## config.mk

```make
export PLATFORM = sky130hd
export DESIGN_NAME = seq_adder_pn
export DESIGN_NICKNAME = d
export VERILOG_FILES = /design/src/rtl/seq_adder_pn.sv
export SDC_FILE = /design/constraint.sdc
export NUM_CORES = 1
export LEC_CHECK = 0
export ABC_AREA = 1
export CAP_MARGIN = 5
export CORE_ASPECT_RATIO = 1.1
export CORE_MARGIN = 8
export CORE_UTILIZATION = 51
export DETAILED_ROUTE_END_ITERATION = 16
export GPL_ROUTABILITY_DRIVEN = 1
export GPL_TIMING_DRIVEN = 0
export MAX_ROUTING_LAYER = met4
export PLACE_DENSITY = 0.88
export SLEW_MARGIN = 20
export SYNTH_ARGS = -nofsm -noshare
export SYNTH_HDL_FRONTEND = slang
export SYNTH_SLANG_ARGS = --single-unit
```

## constraint.sdc

```tcl
create_clock -name clk -period 2.2 [get_ports clk]
set_input_delay 0.44 -clock clk [delete_from_list [all_inputs] [get_ports clk]]
set_output_delay 0.44 -clock clk [all_outputs]
set_load 0.01 [all_outputs]
```

## src/rtl/seq_adder_pn.sv

```systemverilog
// seq_adder_pn: multi-cycle adder, CHUNK bits per clock (LSB chunk first), start/busy/done handshake.
// Optional: define SEQ_ADDER_SUB_EN to add a `sub` input selecting a - b (a + ~b + 1).
module seq_adder_pn #(
   parameter int unsigned WIDTH = 16,
   parameter int unsigned CHUNK = 4
) (
   input  logic             clk,
   input  logic             rst_n,
   input  logic             start,
`ifdef SEQ_ADDER_SUB_EN
   input  logic             sub,
`endif
   input  logic [WIDTH-1:0] a,
   input  logic [WIDTH-1:0] b,
   input  logic             cin,
   output logic             busy,
   output logic             done,
   output logic [WIDTH-1:0] sum,
   output logic             carry
);

   localparam int unsigned N  = WIDTH / CHUNK;
   localparam int unsigned CW = (N > 1) ? $clog2(N) : 1;

   if (WIDTH < 2 || CHUNK == 0 || CHUNK > WIDTH || (WIDTH % CHUNK) != 0) begin : g_param_check
      $error("seq_adder_pn: need WIDTH >= 2, 1 <= CHUNK <= WIDTH, WIDTH %% CHUNK == 0");
   end

   typedef enum logic [1:0] {StIdle, StRun, StDone} state_e;

   state_e           state_q, state_d;
   logic [WIDTH-1:0] a_q, a_d, b_q, b_d;
   logic             c_q, c_d;
   logic [CW-1:0]    cnt_q, cnt_d;
   logic [WIDTH-1:0] part_q, part_d;
   logic [WIDTH-1:0] sum_q, sum_d;
   logic             carry_q, carry_d;
   logic [CHUNK:0]   chunk_sum;
   logic [WIDTH-1:0] b_in;
   logic             c_in;

`ifdef SEQ_ADDER_SUB_EN
   // Subtract: invert b at latch time and force the initial carry to 1, ignoring cin.
   assign b_in = sub ? ~b : b;
   assign c_in = sub | cin;
`else
   assign b_in = b;
   assign c_in = cin;
`endif

   always_comb begin
      state_d   = state_q;
      a_d       = a_q;
      b_d       = b_q;
      c_d       = c_q;
      cnt_d     = cnt_q;
      part_d    = part_q;
      sum_d     = sum_q;
      carry_d   = carry_q;
      chunk_sum = {1'b0, a_q[CHUNK-1:0]} + {1'b0, b_q[CHUNK-1:0]} + {{CHUNK{1'b0}}, c_q};
      unique case (state_q)
         StIdle, StDone: begin
            state_d = StIdle;
            if (start) begin
               state_d = StRun;
               a_d     = a;
               b_d     = b_in;
               c_d     = c_in;
               cnt_d   = '0;
               part_d  = '0;
            end
         end
         StRun: begin
            // Operands shift down so the active chunk is always in the low bits; result
            // chunks enter at the top and reach their final position after N shifts.
            a_d    = a_q >> CHUNK;
            b_d    = b_q >> CHUNK;
            c_d    = chunk_sum[CHUNK];
            part_d = WIDTH'({chunk_sum[CHUNK-1:0], part_q} >> CHUNK);
            if (cnt_q == CW'(N - 1)) begin
               cnt_d   = '0;
               sum_d   = part_d;
               carry_d = chunk_sum[CHUNK];
               state_d = StDone;
            end else begin
               cnt_d = cnt_q + CW'(1);
            end
         end
         default: state_d = StIdle;
      endcase
   end

   always_ff @(posedge clk or negedge rst_n) begin
      if (!rst_n) begin
         state_q <= StIdle;
         a_q     <= '0;
         b_q     <= '0;
         c_q     <= 1'b0;
         cnt_q   <= '0;
         part_q  <= '0;
         sum_q   <= '0;
         carry_q <= 1'b0;
      end else begin
         state_q <= state_d;
         a_q     <= a_d;
         b_q     <= b_d;
         c_q     <= c_d;
         cnt_q   <= cnt_d;
         part_q  <= part_d;
         sum_q   <= sum_d;
         carry_q <= carry_d;
      end
   end

   assign busy  = (state_q == StRun);
   assign done  = (state_q == StDone);
   assign sum   = sum_q;
   assign carry = carry_q;

endmodule
```

==> flow_summary.toml, run 1 <==
[outcome]
status = "completed"

[cells_and_area]
finalNonFillerCells = 432
fin_util_pct = 69.3
layout_common_cells = "66 x dfrtp_1, 53 x clkdlybuf4s50_1, 47 x nand2_1"
area_delta_synth_final_pct = 31.5
nNetsFinal = 394
final_common_cell = "dfrtp_1"
drive_above_1_share_pct = 13.2
n_antenna_cell = 0

[power_and_ir_drop]
p_per_area_nw_per_um2 = 1630
peakVddDrop_v = 0.000785
p_total_mw = 6.05
p_leak_nw = 1.65

[drt]
routedWlPerCell_um = 15.5
wirelength_um = 6680
drtIter0Drc = 147
num_vias = 2275
drc = 0
ant_nets = 0
routed_via_density = 5.27
firstDrtPassIters = 4

[clock_tree]
root_buffer = "clkbuf_8"
clk-insertion-delay-late_ps = 350
cts_setup_buffers = 0
clkSinkCount = 66
clk_pin_slew_ps = 70
cts_tree = "built"
clockBufferDepth = 2
cts_inserted_buffers = 9
htree_levels = 3
cts_resized = 0

[yosys]
syn_inst = 286
synth.distinct_cells = 22
synth_top_area_share_pct = 58.5
syn_avg_cell_area_sq_um = 9.87
synth_area_leaders = "dfrtp_1 58%, o22ai_1 7.8%, nand2_1 6.2%"
synth-seq-area-share_pct = 58.5
ys_ff_latch = 66
synth_nets = 328
ys.warnings.count = 0
yosys.area.top_type = "dfrtp_1"
synth_area_sq_um = 2820

[sta]
finalHoldViolCount = 0
max_freq_ghz = 0.465
fin_skew_ps = 8.62
slew_violations = 0
slew_headroom_pct = 76.6
hold_ws_ps = 483
finalCritPeriodShare_pct = 97.7
finalSetupViolCount = 0
fin_tns_setup_ps = 0
min_period_ps = 2150
rsz0062_at_grt = "false"
tightest_slew_ps = 352

[floorplan]
die_area_sq_um = 8180
coreArea_sq_um = 5360
die_h_um = 94.0
placementRows = 28
initial_core_util_pct = 52.7
dieWidth_um = 87.0
io_pins = 55

[critical_path]
slowest_delay_ps = 560
cpLargestDelayFamily = "buffers and inverters"
start_kind = "flop"
worst_setup_path_end_kind = "output pin"
path_class = "reg -> out"
path_cells = "inv_1, nand2_2, buf_6, inv_4, clkdlybuf4s50_1"
arrival_ps = 1710
cp_max_fo = 11
critPathRequiredTime_ps = 1760
crit_buf_inv = 4
slowest_stage = "clkdlybuf4s50_1"

[flow_run]
maxCapViolCount = 0

[global_routing]
grt_pass1_vias = 2405
grt_first_pass_wirelength_um = 11000
gr-total-overflow = 0
grt_max_degree = 41
grt_use_total_pct = 18.3
grt_antenna_before_repair = 0

[placed_design]
place_inst = 416
io_buffers = 54
dp_hpwl_um = 4870
gp_congestion = 0.845

[worst_hold_path]
hold_class = "reg -> reg"
==> state kept, by name (all words and copies together) (netlist names) <==
| register | cells |
|---|---|
| sum | 16 |
| c_q | 1 |
| carry | 1 |
| a_q | 16 |
| state_q | 2 |
| b_q | 16 |
| part_q | 12 |
| cnt_q | 2 |
==> tightest hold or removal path, stage by stage (launching register included) <==
cell,delay (ps)
dfrtp_1,340
nand2_1,60
nand2_1,50
==> report_power, final <==
group / leakage, nW / internal [mW] / switching, mW
logic: 0.722 / 1.19 / 1.54
clock network: 0.120 / 0.747 / 0.452
registers: 0.813 / 1.80 / 0.329
==> through the flow <==
| step | area (sq um) | setup WS, ps |
|---|---|---|
| 2_1_floorplan | 2820 | 570 |
| 3_3_place_gp | 3460 | -1340 |
| 3_5_place_dp | 3480 | 256 |
| 4_1_cts | 3710 | 41.2 |
| 5_1_grt | 3710 | 3.44 |
| 6_report | 3710 | 51.1 |
==> cell type report <==
type	instances	area, sq um
fill	431	1650
tap	75	93.8
inverter	30	115
clock buffer	10	128
multi-input combinational	174	942
clock inverter	6	105
buffer	15	110
timing repair buffer	56	568
sequential	66	1650
==> cells in the mapped netlist <==
cell type and number:
nand2_1 47, inv_4 1, ha_1 4, dfrtp_1 66, o21ai_1 15, o21ai_0 7, nand3_1 7, xnor2_1 1
fa_1 2, inv_1 28, a21oi_1 2, nor2_2 1, nor3_2 10, nor3_1 14, buf_2 10, nand2_2 3
buf_4 3, nor2_1 26, clkinv_1 1, buf_6 2, buf_12 1, o22ai_1 35
==> per-layer routing <==
| metal | routed length, um | part of all wire [%] | GRT usage (%) |
|---|---|---|---|
| met5 | 0 | 0 | - |
| met4 | 118 | 1.8 | 10.8 |
| met3 | 432 | 6.5 | 4.46 |
| met2 | 3410 | 51 | 30.5 |
| met1 | 2720 | 41 | 19.4 |
==> cells by family after synthesis <==
group,count (synthesis),synth area share [%]
compound gates,59,12.0
xor+xnor,1,0.310
buf+inv,46,8.15
simple gates,108,17.9
flops,66,58.5
fa+ha+maj,6,3.19
==> worst paths after layout <==
kind / from / to / slack [ps] / cells past startpoint
setup reg to reg: a_q[0]$_DFFE_PN0P_ / c_q$_DFFE_PN0P_ / 390 / 6
min in group asynchronous: rst_n / a_q[8]$_DFFE_PN0P_ / 550 / 2
hold / removal: b_q[15]$_DFFE_PN0P_ / b_q[15]$_DFFE_PN0P_ / 480 / 2
hold reg to reg: b_q[15]$_DFFE_PN0P_ / b_q[15]$_DFFE_PN0P_ / 480 / 2
setup / recovery: state_q[1]$_DFFE_PN0P_ / busy / 50 / 5
max in group asynchronous: rst_n / cnt_q[0]$_DFFE_PN0P_ / 1130 / 3
==> timing repair <==
action | in CTS | in global routing
setup endpoints to repair | 1 | 0
hold endpoints to repair | 11 | 0
hold buffers | 1 | 0
Power figures use the tool's default switching activity.
==> run 2, diff against run 1 <==
- MAX_ROUTING_LAYER: met4 -> default
==> run 2 against run 1 <==
Compared with the run above: critical path depth is the same; highest routed layer unchanged; final area is the same; combinational power is essentially flat; via count grew 0.75%; non-clock buffer count is the same; maximum frequency grew 0.30%; critical endpoint unchanged; register-to-register slack is essentially flat; clock power is essentially flat; worst setup slack gained 6.5 ps; final cell count is the same; utilization is the same.
==> flow_summary.toml, run 2 (synthesis gave the netlist of run 1 again) <==
[outcome]
status = "completed"

[placed_design]
io_buffers = 54
place_area_sq_um = 3480
dp_hpwl_um = 4870
gp_congestion = 0.832

[power_and_ir_drop]
p_leak_nw = 1.65
p_per_area_nw_per_um2 = 1630
peakVddDrop_v = 0.000784
p_total_mw = 6.05

[critical_path]
r2r_cells = 6
crit_buf_inv = 4
reg2reg_to = "c_q$_DFFE_PN0P_"
start_kind = "flop"
path_cells = "inv_1, nand2_2, buf_6, inv_4, clkdlybuf4s50_1"
critPathRequiredTime_ps = 1760
arrival_ps = 1700
worstReg2RegStart = "a_q[0]$_DFFE_PN0P_"
slowest_stage = "clkdlybuf4s50_1"
path_class = "reg -> out"
worst_setup_path_end_kind = "output pin"
cp_max_fo = 11
cpLargestDelayFamily = "buffers and inverters"
slowest_delay_ps = 560
reg2reg_slack_ps = 390

[clock_tree]
clk-insertion-delay-late_ps = 350
clk_pin_slew_ps = 70
cts_inserted_buffers = 9
cts_setup_buffers = 0
cts_resized = 0
clkSinkCount = 66
cts_tree = "built"
root_buffer = "clkbuf_8"
htree_levels = 3
clockBufferDepth = 2

[drt]
wirelength_um = 6670
routed_via_density = 5.31
ant_nets = 0
firstDrtPassIters = 4
num_vias = 2292
drc = 0
drtIter0Drc = 144
routedWlPerCell_um = 15.4

[worst_hold_path]
hold_class = "reg -> reg"
worstHoldStart = "b_q[15]$_DFFE_PN0P_"
hold-path-endpoint = "b_q[15]$_DFFE_PN0P_"
holdPathStages = 2

[floorplan]
dieWidth_um = 87.0
initial_core_util_pct = 52.7
placementRows = 28
coreArea_sq_um = 5360
io_pins = 55
die_area_sq_um = 8180
die_h_um = 94.0

[cells_and_area]
final_common_cell = "dfrtp_1"
fillCellCount = 431
register_area_sq_um = 1650
area_delta_synth_final_pct = 31.5
n_antenna_cell = 0
layout_common_cells = "66 x dfrtp_1, 53 x clkdlybuf4s50_1, 47 x nand2_1"
multi_input_area_sq_um = 942
nNetsFinal = 394
finalInstanceArea_sq_um = 3710
drive_above_1_share_pct = 13.2

[sta]
fin_skew_ps = 6.82
max_freq_ghz = 0.467
finalSetupViolCount = 0
tightest_slew_ps = 350
min_period_ps = 2140
slew_violations = 0
slew_headroom_pct = 76.7
rsz0062_at_grt = "false"
finalCritPeriodShare_pct = 97.4
finalHoldViolCount = 0

[global_routing]
grt_use_total_pct = 17.7
grt_pass1_vias = 2411
grt_max_degree = 41
grt_antenna_before_repair = 0
gr-total-overflow = 0
grt_first_pass_wirelength_um = 10900

[flow_run]
maxCapViolCount = 0
## run 2: cell counts in the layout (fill, tap and decap cells not counted)
No cell type changed its count.
## run 2: how the worst max path moves through the flow
| stage | startpoint | end | slack [ps] | cells after the start |
|---|---|---|---|---|
| after floorplan | a_q[0]$_DFFE_PN0P_ | sum[14]$_DFFE_PN0P_ | 570 | 4 |
| after detailed placement | state_q[1]$_DFFE_PN0P_ | busy | 260 | 6 |
| final | state_q[1]$_DFFE_PN0P_ | busy | 60 | 5 |
| after global placement | rst_n | cnt_q[0]$_DFFE_PN0P_ | -1340 | 1 |
| after CTS | state_q[1]$_DFFE_PN0P_ | busy | 40 | 5 |
| after global routing | state_q[1]$_DFFE_PN0P_ | busy | 6 | 5 |
## run 2: layout make-up
type / instances / area share, %
clock inverters: 6 / 2.83
clock buffers: 10 / 3.44
multi-input cells: 174 / 25.4
inverters: 30 / 3.10
repair buffers: 56 / 15.3
well taps: 75 / 2.53
flip-flops and latches: 66 / 44.5
plain buffers: 15 / 2.96
## run 2: worst min-delay path: stages, from the launching register on
cell and delay [ps]:
dfrtp_1 340, nand2_1 60, nand2_1 50
## run 2: per-layer routing
metal / GRT usage, % / up-vias / part of all wire (%)
li1: - / 1089 / -
met2: 30.8 / 72 / 51
met5: 0 / - / 0
met4: 10.8 / 0 / 1.8
met3: 4.55 / 11 / 6.0
met1: 18.7 / 1120 / 41
## run 2: what timing repair did
| action | CTS | global route |
|---|---|---|
| endpoints found under the hold margin | 11 | 0 |
| hold buffers | 1 | 0 |
| setup endpoints to repair | 1 | 0 |
## run 2: stage by stage
step                worst slack, ps  utilization, %  setup TNS (ps)  instances  hold slack, ps
global route                   6.03            69.3               0        432             515
detailed placement              256            64.8               0        416             375
floorplan                       570               -               0        286             144
CTS                            41.2            69.3               0        432             486
finish                         57.6            69.3               0        432             483
global placement              -1340            64.5          -88280        415             459
## run 2: report_power, final
part	leakage, nW	switching (mW)	total, mW	internal [mW]
clock network	0.120	0.457	1.20	0.747
registers	0.813	0.327	2.13	1.80
logic	0.722	1.54	2.73	1.19
==> run 3, diff against run 2 <==
- CORE_UTILIZATION: 51 -> 35
- PLACE_DENSITY: 0.88 -> 0.67
==> run 3 against run 2 <==
Compared with the run above: worst setup slack gained 270 ps; utilization is 22 points lower; total power is 3.9% lower; sequential share of layout area down 0.28 points; die area up 37%; register-to-register slack gained 30 ps; final cell count rose by 7.6%; sequential power about the same.
==> flow_summary.toml, run 3 (synthesis gave the netlist of run 1 again) <==
[sta]
hold_ws_ps = 479
fin_skew_ps = 10.5
slew_violations = 0
slew_headroom_pct = 75.1
min_period_ps = 1870
max_freq_ghz = 0.535
rsz0062_at_grt = "false"
tightest_slew_ps = 371
finalHoldViolCount = 0
finalCritPeriodShare_pct = 84.9
finalSetupViolCount = 0

[critical_path]
worstReg2RegStart = "a_q[0]$_DFFE_PN0P_"
path_class = "reg -> out"
r2r_cells = 4
path_cells = "nor2_1, clkdlybuf4s50_1"
worst_setup_path_end_kind = "output pin"
arrival_ps = 1430
start_kind = "flop"
reg2reg_to = "sum[14]$_DFFE_PN0P_"
slowest_delay_ps = 550
cp_max_fo = 3
reg2reg_slack_ps = 420
slowest_stage = "clkdlybuf4s50_1"
critPathRequiredTime_ps = 1760

[placed_design]
dp_hpwl_um = 4770
gp_congestion = 0.865
io_buffers = 54
place_area_sq_um = 3520
place_inst = 449

[clock_tree]
clk-insertion-delay-late_ps = 340
clockBufferDepth = 2
htree_levels = 3
clkSinkCount = 66
root_buffer = "clkbuf_8"
cts_tree = "built"
cts_setup_buffers = 0
cts_inserted_buffers = 9
clk_pin_slew_ps = 70

[cells_and_area]
layout_common_cells = "66 x dfrtp_1, 52 x clkdlybuf4s50_1, 47 x nand2_1"
finalNonFillerCells = 465
drive_above_1_share_pct = 13.2
area_delta_synth_final_pct = 32.3
n_antenna_cell = 0
nNetsFinal = 394
finalInstanceArea_sq_um = 3740
final_common_cell = "dfrtp_1"
fin_util_pct = 47.5

[drt]
firstDrtPassIters = 4
routedWlPerCell_um = 14.1
ant_nets = 0
wirelength_um = 6550
num_vias = 2205
drtIter0Drc = 91
drc = 0
routed_via_density = 4.74

[floorplan]
dieWidth_um = 102
initial_core_util_pct = 35.9
io_pins = 55
die_area_sq_um = 11200
coreArea_sq_um = 7870
die_h_um = 110
placementRows = 34

[outcome]
status = "completed"

[global_routing]
gr-total-overflow = 0
grt_first_pass_wirelength_um = 11000
grt_use_total_pct = 12.9
grt_pass1_vias = 2281
grt_antenna_before_repair = 0
grt_max_degree = 54

[worst_hold_path]
hold-path-endpoint = "a_q[15]$_DFFE_PN0P_"
hold_class = "reg -> reg"
worstHoldStart = "a_q[15]$_DFFE_PN0P_"
holdPathStages = 2

[power_and_ir_drop]
combPwrFrac_pct = 46.0
p_total_mw = 5.82
clkPwrFrac_pct = 17.8
peakVddDrop_v = 0.000493
p_per_area_nw_per_um2 = 1560
p_sw_share_pct = 38.8
seqPwrFrac_pct = 36.2
p_sw_mw = 2.25
p_leak_nw = 1.65
p_int_mw = 3.56

[flow_run]
maxCapViolCount = 0
-- run 3: changes by cell type in the layout (fill, tap and decap cells not counted) --
cell / delta
buf_12: -1
buf_16: +1
bufinv_16: -2
clkbuf_8: +2
clkdlybuf4s50_1: -1
clkinv_2: -2
clkinvlp_4: +2
dlymetal6s2s_1: +1
-- run 3: repair_timing --
item	4_1_cts	5_1_grt
setup endpoints to repair	1	1
gates resized for setup	0	1
endpoints found under the hold margin	13	0
cloned	0	0
hold buffers	1	0
-- run 3: worst max-delay path: cells and delay by family (launching register included) --
kind	cells	cell delay, ps
flip-flops	1	400
buffers and inverters	1	550
AND/OR/NAND/NOR	1	130
-- run 3: stage by stage --
step | TNS (ps) | setup slack (ps)
6_report | 0 | 332
5_1_grt | 0 | 290
2_1_floorplan | 0 | 570
3_5_place_dp | 0 | 254
3_3_place_gp | -93260 | -1420
4_1_cts | 0 | 47.2
-- run 3: worst max path at each step --
stage | startpoint | endpoint | slack, ps | cells past startpoint
finish | state_q[0]$_DFFE_PN0P_ | done | 330 | 2
global placement | rst_n | cnt_q[0]$_DFFE_PN0P_ | -1420 | 1
CTS | state_q[1]$_DFFE_PN0P_ | busy | 50 | 5
global route | state_q[0]$_DFFE_PN0P_ | done | 290 | 2
floorplan | a_q[0]$_DFFE_PN0P_ | sum[14]$_DFFE_PN0P_ | 570 | 4
detailed placement | state_q[1]$_DFFE_PN0P_ | busy | 250 | 6
-- run 3: layout make-up --
class                      count  area [sq um]
sequential                    66          1650
clock inverter                 4          50.0
clock buffer                  12           155
buffer                        15           110
tap                          108           135
inverter                      30           115
multi-input combinational    174           942
timing repair buffer          56           578
fill                         766          4130
-- run 3: per-layer routing --
layer,vias to the layer above,routed length [um],GRT usage (%),share of wire (%)
li1,1093,-,-,-
met1,1041,2950,16.2,45
met2,57,3040,19.9,46
met3,14,412,3.27,6.3
met4,0,147,7.03,2.2
met5,-,0,0,0
-- run 3: power groups by stage --
| stage | registers (mW) | logic (mW) | clock network, mW |
|---|---|---|---|
| 2_1_floorplan | 2.12 | 1.77 | 0 |
| 3_3_place_gp | 2.11 | 2.64 | 0 |
| 3_5_place_dp | 2.12 | 2.71 | 0 |
| 4_1_cts | 2.11 | 2.71 | 1.06 |
| 5_1_grt | 2.17 | 3.03 | 1.12 |
| 6_report | 2.11 | 2.67 | 1.04 |
